File: config.mk
export PLATFORM = sky130hd
export DESIGN_NAME = id_stall_sequencer_flat
export DESIGN_NICKNAME = d
export VERILOG_FILES = /design/src/rtl/id_stall_sequencer_pkg.sv /design/src/rtl/id_stall_sequencer_if.sv /design/src/rtl/id_stall_sequencer_hazard_compare.sv /design/src/rtl/id_stall_sequencer.sv /design/src/flat_wrapper.sv
export SDC_FILE = /design/constraint.sdc
export NUM_CORES = 1
export LEC_CHECK = 0
export CAP_MARGIN = 30
export CORE_MARGIN = 3
export CORE_UTILIZATION = 30
export DETAILED_ROUTE_END_ITERATION = 10
export PLACE_DENSITY = 0.79
export SYNTH_ARGS = -nofsm -noshare
export SYNTH_HDL_FRONTEND = slang
export SYNTH_SLANG_ARGS = --single-unit
export TNS_END_PERCENT = 30
File: constraint.sdc
create_clock -name clk -period 2 [get_ports clk]
set_clock_uncertainty 0.05 [all_clocks]
set_input_delay 0.2 -clock clk [delete_from_list [all_inputs] [get_ports clk]]
set_output_delay 0.2 -clock clk [all_outputs]
set_load 0.02 [all_outputs]
File: src/rtl/id_stall_sequencer_pkg.sv
// id_stall_sequencer_pkg: shared state encodings and stall-length constants for the ID interlock
package id_stall_sequencer_pkg;
    typedef enum logic [1:0] {RUN = 2'd0, STALL = 2'd1, FREEZE = 2'd2} state_t;
    localparam logic [4:0] ZERO_REG          = 5'd0;
    localparam logic [1:0] LOAD_USE_STALL    = 2'd1;
    localparam logic [1:0] LOAD_BRANCH_STALL = 2'd2;
    localparam logic [1:0] ALU_BRANCH_STALL  = 2'd1;
endpackage

File: src/rtl/id_stall_sequencer_if.sv
// id_stall_sequencer_if: hazard inputs from the pipeline and the register enable/clear controls back to it
interface id_stall_sequencer_if;
    logic [4:0] rs_id;
    logic [4:0] rt_id;
    logic       uses_rs_id;
    logic       uses_rt_id;
    logic       branch_id;
    logic       taken_id;
    logic [4:0] dest_ex;
    logic       reg_write_ex;
    logic       mem_read_ex;
    logic [4:0] dest_mem;
    logic       mem_read_mem;
    logic       ext_hold;
    logic       stall_pc;
    logic       stall_id;
    logic       bubble_id_ex;
    logic       flush_if_id;
    logic       freeze;
    logic       busy;
    modport master (
        output rs_id, rt_id, uses_rs_id, uses_rt_id, branch_id, taken_id,
               dest_ex, reg_write_ex, mem_read_ex, dest_mem, mem_read_mem, ext_hold,
        input  stall_pc, stall_id, bubble_id_ex, flush_if_id, freeze, busy
    );
    modport slave (
        input  rs_id, rt_id, uses_rs_id, uses_rt_id, branch_id, taken_id,
               dest_ex, reg_write_ex, mem_read_ex, dest_mem, mem_read_mem, ext_hold,
        output stall_pc, stall_id, bubble_id_ex, flush_if_id, freeze, busy
    );
endinterface

File: src/rtl/id_stall_sequencer_hazard_compare.sv
// id_hazard_compare: combinational stall-length calculation from ID sources vs EX/MEM destinations
module id_hazard_compare
    import id_stall_sequencer_pkg::*;
#(
    parameter int MAX_STALL  = 2,
    parameter int ZERO_GUARD = 1,
    localparam int CW = $clog2(MAX_STALL + 1)
) (
    input  logic [4:0]    rs_id,
    input  logic [4:0]    rt_id,
    input  logic          uses_rs_id,
    input  logic          uses_rt_id,
    input  logic          branch_id,
    input  logic [4:0]    dest_ex,
    input  logic          reg_write_ex,
    input  logic          mem_read_ex,
    input  logic [4:0]    dest_mem,
    input  logic          mem_read_mem,
    output logic [CW-1:0] need
);
    logic       m_ex;
    logic       m_mem;
    logic [1:0] raw;
    always_comb begin
        m_ex  = !((ZERO_GUARD != 0) && dest_ex == ZERO_REG) &&
                ((dest_ex == rs_id && uses_rs_id) || (dest_ex == rt_id && uses_rt_id));
        m_mem = !((ZERO_GUARD != 0) && dest_mem == ZERO_REG) &&
                ((dest_mem == rs_id && uses_rs_id) || (dest_mem == rt_id && uses_rt_id));
        raw   = (mem_read_ex && m_ex && branch_id)                 ? LOAD_BRANCH_STALL :
                (mem_read_ex && m_ex)                              ? LOAD_USE_STALL    :
                (reg_write_ex && !mem_read_ex && m_ex && branch_id) ? ALU_BRANCH_STALL  :
                (mem_read_mem && m_mem && branch_id)               ? ALU_BRANCH_STALL  : 2'd0;
        need  = (32'(raw) > MAX_STALL) ? CW'(MAX_STALL) : CW'(raw);
    end
endmodule

File: src/rtl/id_stall_sequencer.sv
// id_stall_sequencer: ID-stage interlock FSM sequencing PC/IF-ID hold, ID-EX bubble and IF-ID flush
// STALL_STATS_EN adds stall_cycles / flush_count statistic outputs.
module id_stall_sequencer
    import id_stall_sequencer_pkg::*;
#(
    parameter int MAX_STALL  = 2,
    parameter int ZERO_GUARD = 1
) (
    input  logic        clk,
    input  logic        rst_n,
    id_stall_sequencer_if.slave bus
`ifdef STALL_STATS_EN
    ,
    output logic [31:0] stall_cycles,
    output logic [31:0] flush_count
`endif
);
    localparam int CW = $clog2(MAX_STALL + 1);
    localparam logic [CW-1:0] ONE = CW'(1);
    state_t        state, state_nx;
    logic [CW-1:0] need, cnt, cnt_nx;
    logic          stall, flush, frz;
    id_hazard_compare #(.MAX_STALL(MAX_STALL), .ZERO_GUARD(ZERO_GUARD)) u_cmp (
        .rs_id        (bus.rs_id),
        .rt_id        (bus.rt_id),
        .uses_rs_id   (bus.uses_rs_id),
        .uses_rt_id   (bus.uses_rt_id),
        .branch_id    (bus.branch_id),
        .dest_ex      (bus.dest_ex),
        .reg_write_ex (bus.reg_write_ex),
        .mem_read_ex  (bus.mem_read_ex),
        .dest_mem     (bus.dest_mem),
        .mem_read_mem (bus.mem_read_mem),
        .need         (need)
    );
    always_ff @(posedge clk or negedge rst_n) begin
        if (!rst_n) begin
            state <= RUN;
            cnt   <= '0;
        end else begin
            state <= state_nx;
            cnt   <= cnt_nx;
        end
    end
    // Outputs are gated by rst_n so they read 0 while reset is held, even in RUN with a live hazard.
    always_comb begin
        state_nx = state;
        cnt_nx   = cnt;
        stall    = 1'b0;
        flush    = 1'b0;
        frz      = 1'b0;
        if (rst_n) begin
            if (bus.ext_hold) begin
                frz      = 1'b1;
                state_nx = FREEZE;
            end else if (state == FREEZE) begin
                frz      = 1'b1;
                state_nx = (cnt != '0) ? STALL : RUN;
            end else if (state == STALL) begin
                stall    = 1'b1;
                cnt_nx   = cnt - ONE;
                state_nx = (cnt == ONE) ? RUN : STALL;
            end else if (need != '0) begin
                stall    = 1'b1;
                cnt_nx   = need - ONE;
                state_nx = (need > ONE) ? STALL : RUN;
            end else begin
                flush    = bus.taken_id;
            end
        end
    end
    assign bus.stall_pc     = stall;
    assign bus.stall_id     = stall;
    assign bus.bubble_id_ex = stall;
    assign bus.flush_if_id  = flush;
    assign bus.freeze       = frz;
    assign bus.busy         = state != RUN;
`ifdef STALL_STATS_EN
    always_ff @(posedge clk or negedge rst_n) begin
        if (!rst_n) begin
            stall_cycles <= '0;
            flush_count  <= '0;
        end else begin
            stall_cycles <= stall_cycles + {31'd0, stall};
            flush_count  <= flush_count + {31'd0, flush};
        end
    end
`endif
endmodule

File: src/flat_wrapper.sv
// flat-port wrapper written by rule: the top's interface ports become plain ports
module id_stall_sequencer_flat import id_stall_sequencer_pkg::*;
#(
    parameter int MAX_STALL  = 2,
    parameter int ZERO_GUARD = 1
)
  (clk, rst_n, bus_rs_id, bus_rt_id, bus_uses_rs_id, bus_uses_rt_id, bus_branch_id, bus_taken_id, bus_dest_ex, bus_reg_write_ex, bus_mem_read_ex, bus_dest_mem, bus_mem_read_mem, bus_ext_hold, bus_stall_pc, bus_stall_id, bus_bubble_id_ex, bus_flush_if_id, bus_freeze, bus_busy);
  id_stall_sequencer_if bus_i ();
  input  logic clk;
  input  logic rst_n;
  input wire logic [$bits(bus_i.rs_id)-1:0] bus_rs_id;
  input wire logic [$bits(bus_i.rt_id)-1:0] bus_rt_id;
  input wire logic [$bits(bus_i.uses_rs_id)-1:0] bus_uses_rs_id;
  input wire logic [$bits(bus_i.uses_rt_id)-1:0] bus_uses_rt_id;
  input wire logic [$bits(bus_i.branch_id)-1:0] bus_branch_id;
  input wire logic [$bits(bus_i.taken_id)-1:0] bus_taken_id;
  input wire logic [$bits(bus_i.dest_ex)-1:0] bus_dest_ex;
  input wire logic [$bits(bus_i.reg_write_ex)-1:0] bus_reg_write_ex;
  input wire logic [$bits(bus_i.mem_read_ex)-1:0] bus_mem_read_ex;
  input wire logic [$bits(bus_i.dest_mem)-1:0] bus_dest_mem;
  input wire logic [$bits(bus_i.mem_read_mem)-1:0] bus_mem_read_mem;
  input wire logic [$bits(bus_i.ext_hold)-1:0] bus_ext_hold;
  output wire logic [$bits(bus_i.stall_pc)-1:0] bus_stall_pc;
  output wire logic [$bits(bus_i.stall_id)-1:0] bus_stall_id;
  output wire logic [$bits(bus_i.bubble_id_ex)-1:0] bus_bubble_id_ex;
  output wire logic [$bits(bus_i.flush_if_id)-1:0] bus_flush_if_id;
  output wire logic [$bits(bus_i.freeze)-1:0] bus_freeze;
  output wire logic [$bits(bus_i.busy)-1:0] bus_busy;
  assign bus_i.rs_id = bus_rs_id;
  assign bus_i.rt_id = bus_rt_id;
  assign bus_i.uses_rs_id = bus_uses_rs_id;
  assign bus_i.uses_rt_id = bus_uses_rt_id;
  assign bus_i.branch_id = bus_branch_id;
  assign bus_i.taken_id = bus_taken_id;
  assign bus_i.dest_ex = bus_dest_ex;
  assign bus_i.reg_write_ex = bus_reg_write_ex;
  assign bus_i.mem_read_ex = bus_mem_read_ex;
  assign bus_i.dest_mem = bus_dest_mem;
  assign bus_i.mem_read_mem = bus_mem_read_mem;
  assign bus_i.ext_hold = bus_ext_hold;
  assign bus_stall_pc = bus_i.stall_pc;
  assign bus_stall_id = bus_i.stall_id;
  assign bus_bubble_id_ex = bus_i.bubble_id_ex;
  assign bus_flush_if_id = bus_i.flush_if_id;
  assign bus_freeze = bus_i.freeze;
  assign bus_busy = bus_i.busy;
  id_stall_sequencer #(.MAX_STALL(MAX_STALL), .ZERO_GUARD(ZERO_GUARD)) u_core (.clk(clk), .rst_n(rst_n), .bus(bus_i));
endmodule
==> flow_summary.json, run 1 <==
{
  "place_congestion": 0.7949,
  "antenna_found_initial": 0,
  "yosysTopAreaCell": "xnor2_1",
  "grt_pass1_vias": 817,
  "rows": 16,
  "grt_use_met1_pct": 14.50,
  "syn-num-nets": 120,
  "route.vias.total": 808,
  "io_buffers": 35,
  "die_w_um": 53.15,
  "drt_wl_total_um": 2041,
  "power_leakage_nw": 0.5365,
  "grt_busiest_layer": "met2",
  "min_path_type": "in -> async",
  "violations": "negative setup slack",
  "finalCritPeriodShare_pct": 117.6,
  "cp-start-kind": "input port",
  "clock_path_buffers": 2,
  "critPathKind": "in -> out",
  "irDropWorstVdd_mv": 0.3153,
  "worst_slew_pin_slew_ns": 0.2145,
  "yosysWarningCount": 0,
  "clk_pin_slew_worst_paths_ns": 0.04,
  "clock_latency_ns": 0.24,
  "regToRegSetupSlack_ns": 0.38,
  "layout_commonest_cell": "xnor2_1",
  "outcome": "finished with violations",
  "postSynthCellCount": 84,
  "finalWorstSetupSlack_ns": -0.3527,
  "fin_setup_tns_ns": -1.660,
  "reg2reg_from": "u_core.state[0]",
  "placed_cell_area_sq_um": 1111,
  "max_slew_margin_pct": 85.42,
  "fmax_ghz": 0.4251,
  "post_drt_wl_per_cell_um": 12.76,
  "clock_power_share_pct": 14.1,
  "post-place-ws_ns": -1.197,
  "drt-vias-per-instance": 5.050,
  "rsz0062_at_grt": "true",
  "root_buffer": "clkbuf_4",
  "p_comb_share_pct": 65.5,
  "ys_top_cells_by_area": "xnor2_1 26%, dfrtp_1 15%, ha_1 11%",
  "cts_inserted_buffers": 3,
  "hold_ws_ns": 0.1318,
  "ys_seq_area_share_pct": 15.01,
  "p_sw_w": 0.0003037,
  "sequentialPowerShare_pct": 20.4,
  "drive_gt1_share_pct": 42.86,
  "intPower_w": 0.0004303,
  "reg2reg_to": "u_core.cnt[0]",
  "maxCapViolations": 0,
  "die_y_um": 53.15,
  "dp_hpwl_um": 1659,
  "switching_share_pct": 41.38,
  "route.detailed.drc": 0,
  "synthToLayoutAreaGrowth_pct": 78.24,
  "cp_data_arrival_time_ns": 2.10,
  "use_met3_pct": 2.535,
  "use_met2_pct": 32.23,
  "setup_violations": 6,
  "ys_seq_elements": 4,
  "worstRegToRegCells": 8,
  "critPathLaunch": "bus_dest_ex[4]",
  "die-area_sq_um": 2825,
  "num-nets-final": 171,
  "path_max_fanout": 4,
  "clock_sinks": 4,
  "antenna_cells": 0,
  "worstPathRequired_ns": 1.75,
  "synth_area_sq_um": 666.9,
  "p_per_area_nw_per_um2": 617.5,
  "cts_max_level": 1,
  "cts_tree": "done",
  "grt_max_degree": 7,
  "core_area_sq_um": 2042,
  "grt_overflow_total": 0,
  "drtIter0Drc": 10,
  "final_cell_mix": "17 x xnor2_1, 13 x buf_4, 9 x clkdlybuf4s50_1",
  "ys_types": 29,
  "slew_violations": 0,
  "fin_crit_ns": 2.353,
  "first_pass_iters": 4,
  "synth_top_area_share_pct": 26.27,
  "crit_path_end_kind": "output pin",
  "globalRouteTotalUtil_pct": 15.68,
  "grt_pass1_wl_um": 3236,
  "finalHoldViolations": 0,
  "syn_avg_cell_area_sq_um": 7.939,
  "antenna_left": 0,
  "ioPinCount": 36,
  "initial_core_util_pct": 32.66,
  "fin_area_sq_um": 1189
}
## timing repair
action,CTS,global route
gates resized for setup,80,30
setup buffers,3,1
endpoints found under the setup margin,8,9
hold buffers,0,0
pin swaps,13,20
## critical path, cell delays in order
cell	delay (ns)
buf_8	0.09
or4_4	0.54
o21ai_4	0.18
mux2i_2	0.28
nor2_2	0.06
ha_2	0.18
nor2b_4	0.12
nand3b_1	0.19
inv_2	0.13
buf_6	0.13
## power by group through the flow
| stage | sequential [W] | clock [W] | combinational, W |
|---|---|---|---|
| final | 0.000150 | 0.000104 | 0.000481 |
| after global routing | 0.000155 | 0.000111 | 0.000535 |
| after CTS | 0.000148 | 0.000106 | 0.000458 |
| after detailed placement | 0.000148 | 0 | 0.000444 |
| after global placement | 0.000145 | 0 | 0.000435 |
| after floorplan | 0.000141 | 0 | 0.000259 |
## cells in the mapped netlist
cell type	count
a211oi_1	1
nand2_1	8
o211ai_1	1
or2_1	1
o31ai_1	1
o21ai_0	3
xnor2_1	20
dfrtp_1	4
o21a_1	1
nor2_1	3
or4_4	1
o22ai_1	2
and3_1	1
nand3_1	2
nor2b_1	3
inv_1	7
a22o_1	2
mux2_2	1
nand4_1	4
o21ai_2	1
mux2i_1	1
nand2b_1	2
or4_1	1
buf_4	2
o21ai_1	1
and4_1	1
nand3b_1	1
a21oi_1	2
ha_1	6
## kinds of logic (layout without fill, tap and decap cells)
family	Yosys count	after routing	share of synthesized area, %
buffers and inverters	9	58	6.191
xor gates and xnor gates	20	20	26.27
adders and majority gates	6	6	11.26
AOI/OAI and AO/OA	15	15	14.82
and+or+nand+nor	28	28	23.27
DFF	4	4	15.01
muxes	2	2	3.189
## worst max path at each step
stage                                   to  slack, ns  cells after the start
after detailed placement  bus_bubble_id_ex      -1.20                     10
after global placement        bus_stall_id      -1.12                     10
after global routing      bus_bubble_id_ex      -0.44                     10
final                     bus_bubble_id_ex      -0.35                     10
after floorplan              u_core.cnt[0]      -0.27                     11
after CTS                 bus_bubble_id_ex      -0.35                     10
## registers in the layout (all words and copies together), names as in the netlist
name and flops:
u_core.cnt 2, u_core.state 2
## final cells by class
class	instances	area, sq um
clock buffers	3	22.52
inverters	7	26.28
repair buffers	48	390.4
flip-flops and latches	4	100.1
fillers	197	853.3
multi-input cells	71	615.6
well taps	27	33.78
## layer usage
layer / part of all wire (%) / up-vias
met3: 8.9 / 2
met2: 55 / 43
met4: 0.20 / 0
met5: 0 / -
li1: - / 390
met1: 36 / 373
## through the flow
stage	total power, W	utilization [%]	std cells
2_1_floorplan	0.0004006	-	84
3_3_place_gp	0.0005803	54.41	153
3_5_place_dp	0.0005920	54.41	153
4_1_cts	0.0007125	57.97	159
5_1_grt	0.0008006	58.21	160
6_report	0.0007340	58.21	160
Power figures use the tool's default switching activity.
==> run 2: changes to the inputs <==
GPL_ROUTABILITY_DRIVEN = 0   (was not set)
PLACE_DENSITY = 0.67   (was 0.79)
SETUP_SLACK_MARGIN = 0.4   (was not set)
==> run 2 against run 1 <==
Against the previous run: the flow still finishes with violations (negative setup slack); global-route usage decreased by 0.31 points; first-iteration DRC count decreased by 60%; clock power about the same; total power decreased by 2.6%; maximum frequency increased by 2.0%; routed wire length decreased by 6.5%; sequential share of layout area decreased by 0.053 points; sequential power about the same; non-clock buffer count increased by 3; via count decreased by 5.0%; hold slack about the same; critical endpoint is now bus_stall_id; highest routed layer unchanged.
==> flow_summary.json, run 2 (synthesized netlist as in run 1, its figures left out) <==
{
  "ioPinCount": 36,
  "regToRegSetupSlack_ns": 0.43,
  "route.vias.total": 768,
  "synthToLayoutAreaGrowth_pct": 79.36,
  "num-nets-final": 174,
  "drive_gt1_share_pct": 43.38,
  "cp_data_arrival_time_ns": 2.06,
  "worst_slew_pin_slew_ns": 0.2177,
  "clock_path_buffers": 2,
  "clock_sinks": 4,
  "reg2reg_to": "u_core.cnt[0]",
  "grt_max_degree": 7,
  "critPathSlowestCell": "or4_4",
  "cts_max_level": 1,
  "cp-start-kind": "input port",
  "max_slew_margin_pct": 85.44,
  "critPathTopFamily": "simple AND/OR/NAND/NOR gates",
  "outcome": "finished with violations",
  "grt_overflow_total": 0,
  "worstRegToRegCells": 8,
  "p_per_area_nw_per_um2": 597.7,
  "crit_chain": "buf_8 > or4_4 > o21ai_4 > mux2i_2 > nor2_1 > ha_2 > nor2b_4 > nand3b_1 > inv_2 > buf_6",
  "first_pass_iters": 2,
  "die_w_um": 53.15,
  "slowest_delay_ns": 0.53,
  "fmax_ghz": 0.4336,
  "finalWorstSetupSlack_ns": -0.3063,
  "rsz0062_at_grt": "true",
  "drt_wl_total_um": 1909,
  "hold_buffers": 0,
  "fill_cells": 195,
  "grt_pass1_wl_um": 3132,
  "antenna_found_initial": 0,
  "power_leakage_nw": 0.5356,
  "cp.depth": 10,
  "globalRouteTotalUtil_pct": 15.37,
  "root_buffer": "clkbuf_4",
  "final_cell_count_no_fill": 163,
  "die_y_um": 53.15,
  "critPathBufInv": 3,
  "fin_crit_ns": 2.306,
  "final_cell_mix": "18 x xnor2_1, 14 x buf_4, 11 x clkbuf_2",
  "reg2reg_from": "u_core.state[1]",
  "post_drt_wl_per_cell_um": 11.71,
  "io_buffers": 35,
  "antenna_left": 0,
  "slew_violations": 0,
  "critPathKind": "in -> out",
  "placed_cells": 155,
  "setup_violations": 6,
  "clk_pin_slew_worst_paths_ns": 0.04,
  "min_path_type": "in -> async",
  "drtIter0Drc": 4,
  "core_area_sq_um": 2042,
  "reg_top3": "u_core.cnt (2), u_core.state (2)",
  "crit_path_end_kind": "output pin",
  "dp_hpwl_um": 1674,
  "fin_setup_tns_ns": -1.321,
  "finalHoldViolations": 0,
  "finalCritPeriodShare_pct": 115.3,
  "cts_tree": "done",
  "drt-vias-per-instance": 4.712,
  "irDropWorstVdd_mv": 0.4018,
  "layout_commonest_cell": "xnor2_1",
  "maxCapViolations": 0,
  "worstPathRequired_ns": 1.75,
  "rows": 16,
  "route.detailed.drc": 0,
  "antenna_cells": 0,
  "path_max_fanout": 5,
  "initial_core_util_pct": 32.66,
  "clock_latency_ns": 0.24,
  "hold_ws_ns": 0.1321,
  "violations": "negative setup slack",
  "die-area_sq_um": 2825,
  "cts_inserted_buffers": 3,
  "grt_pass1_vias": 847
}
==> run 2: cell types whose count changed in the layout (fill, tap and decap cells not counted), moves of 2 or more <==
cell	previous run	this run
clkbuf_2	8	11
buf_6	5	7
nor2_1	0	2
nor2_2	3	1
==> run 2: worst max-delay path by stage <==
stage,startpoint,end,slack [ns]
6_report,bus_dest_ex[4],bus_stall_id,-0.31
5_1_grt,bus_dest_ex[4],bus_stall_id,-0.41
4_1_cts,bus_dest_ex[4],bus_stall_pc,-0.36
3_5_place_dp,bus_dest_ex[2],bus_stall_pc,-1.19
3_3_place_gp,bus_dest_ex[2],bus_stall_pc,-1.11
2_1_floorplan,bus_dest_mem[1],u_core.cnt[0],-0.27
==> run 2: what timing repair did <==
item,4_1_cts,5_1_grt
setup buffers,3,2
pin swaps,18,21
setup endpoints to repair,10,9
gates resized for setup,81,33
==> run 2: report_power, final <==
group | internal, W | switching (W) | leakage, nW | total, W
combinational | 0.000234 | 0.000230 | 0.472 | 0.000464
clock | 0.0000673 | 0.0000351 | 0.0138 | 0.000102
sequential | 0.000120 | 0.0000289 | 0.0501 | 0.000148
total | 0.000421 | 0.000294 | 0.536 | 0.000715
==> run 2: layout make-up <==
cell class              instances  area, sq um  area share, %
multi-input cells              71        606.8          50.73
clock buffers                   3        22.52          1.883
well taps                      27        33.78          2.824
inverters                       7        26.28          2.197
repair buffers                 51        406.6          34.00
flip-flops and latches          4        100.1          8.368
==> run 2: routing by layer <==
metal | part of all wire (%) | global-route usage [%] | up-vias | wire [um]
li1 | - | - | 395 | -
met1 | 36 | 13.78 | 336 | 680
met3 | 9.4 | 3.944 | 2 | 180
met4 | 0.52 | 9.362 | 0 | 10
met2 | 54 | 29.96 | 35 | 1037
met5 | 0 | 0 | - | 0
==> run 2: per-stage QoR <==
stage	power [W]	setup WS, ns	utilization (%)	cell area [sq um]
5_1_grt	0.0007824	-0.4123	58.58	1196
3_5_place_dp	0.0005952	-1.191	55.27	1129
3_3_place_gp	0.0005891	-1.107	55.27	1129
2_1_floorplan	0.0004007	-0.2664	-	684.4
4_1_cts	0.0007090	-0.3607	58.39	1192
6_report	0.0007149	-0.3063	58.58	1196
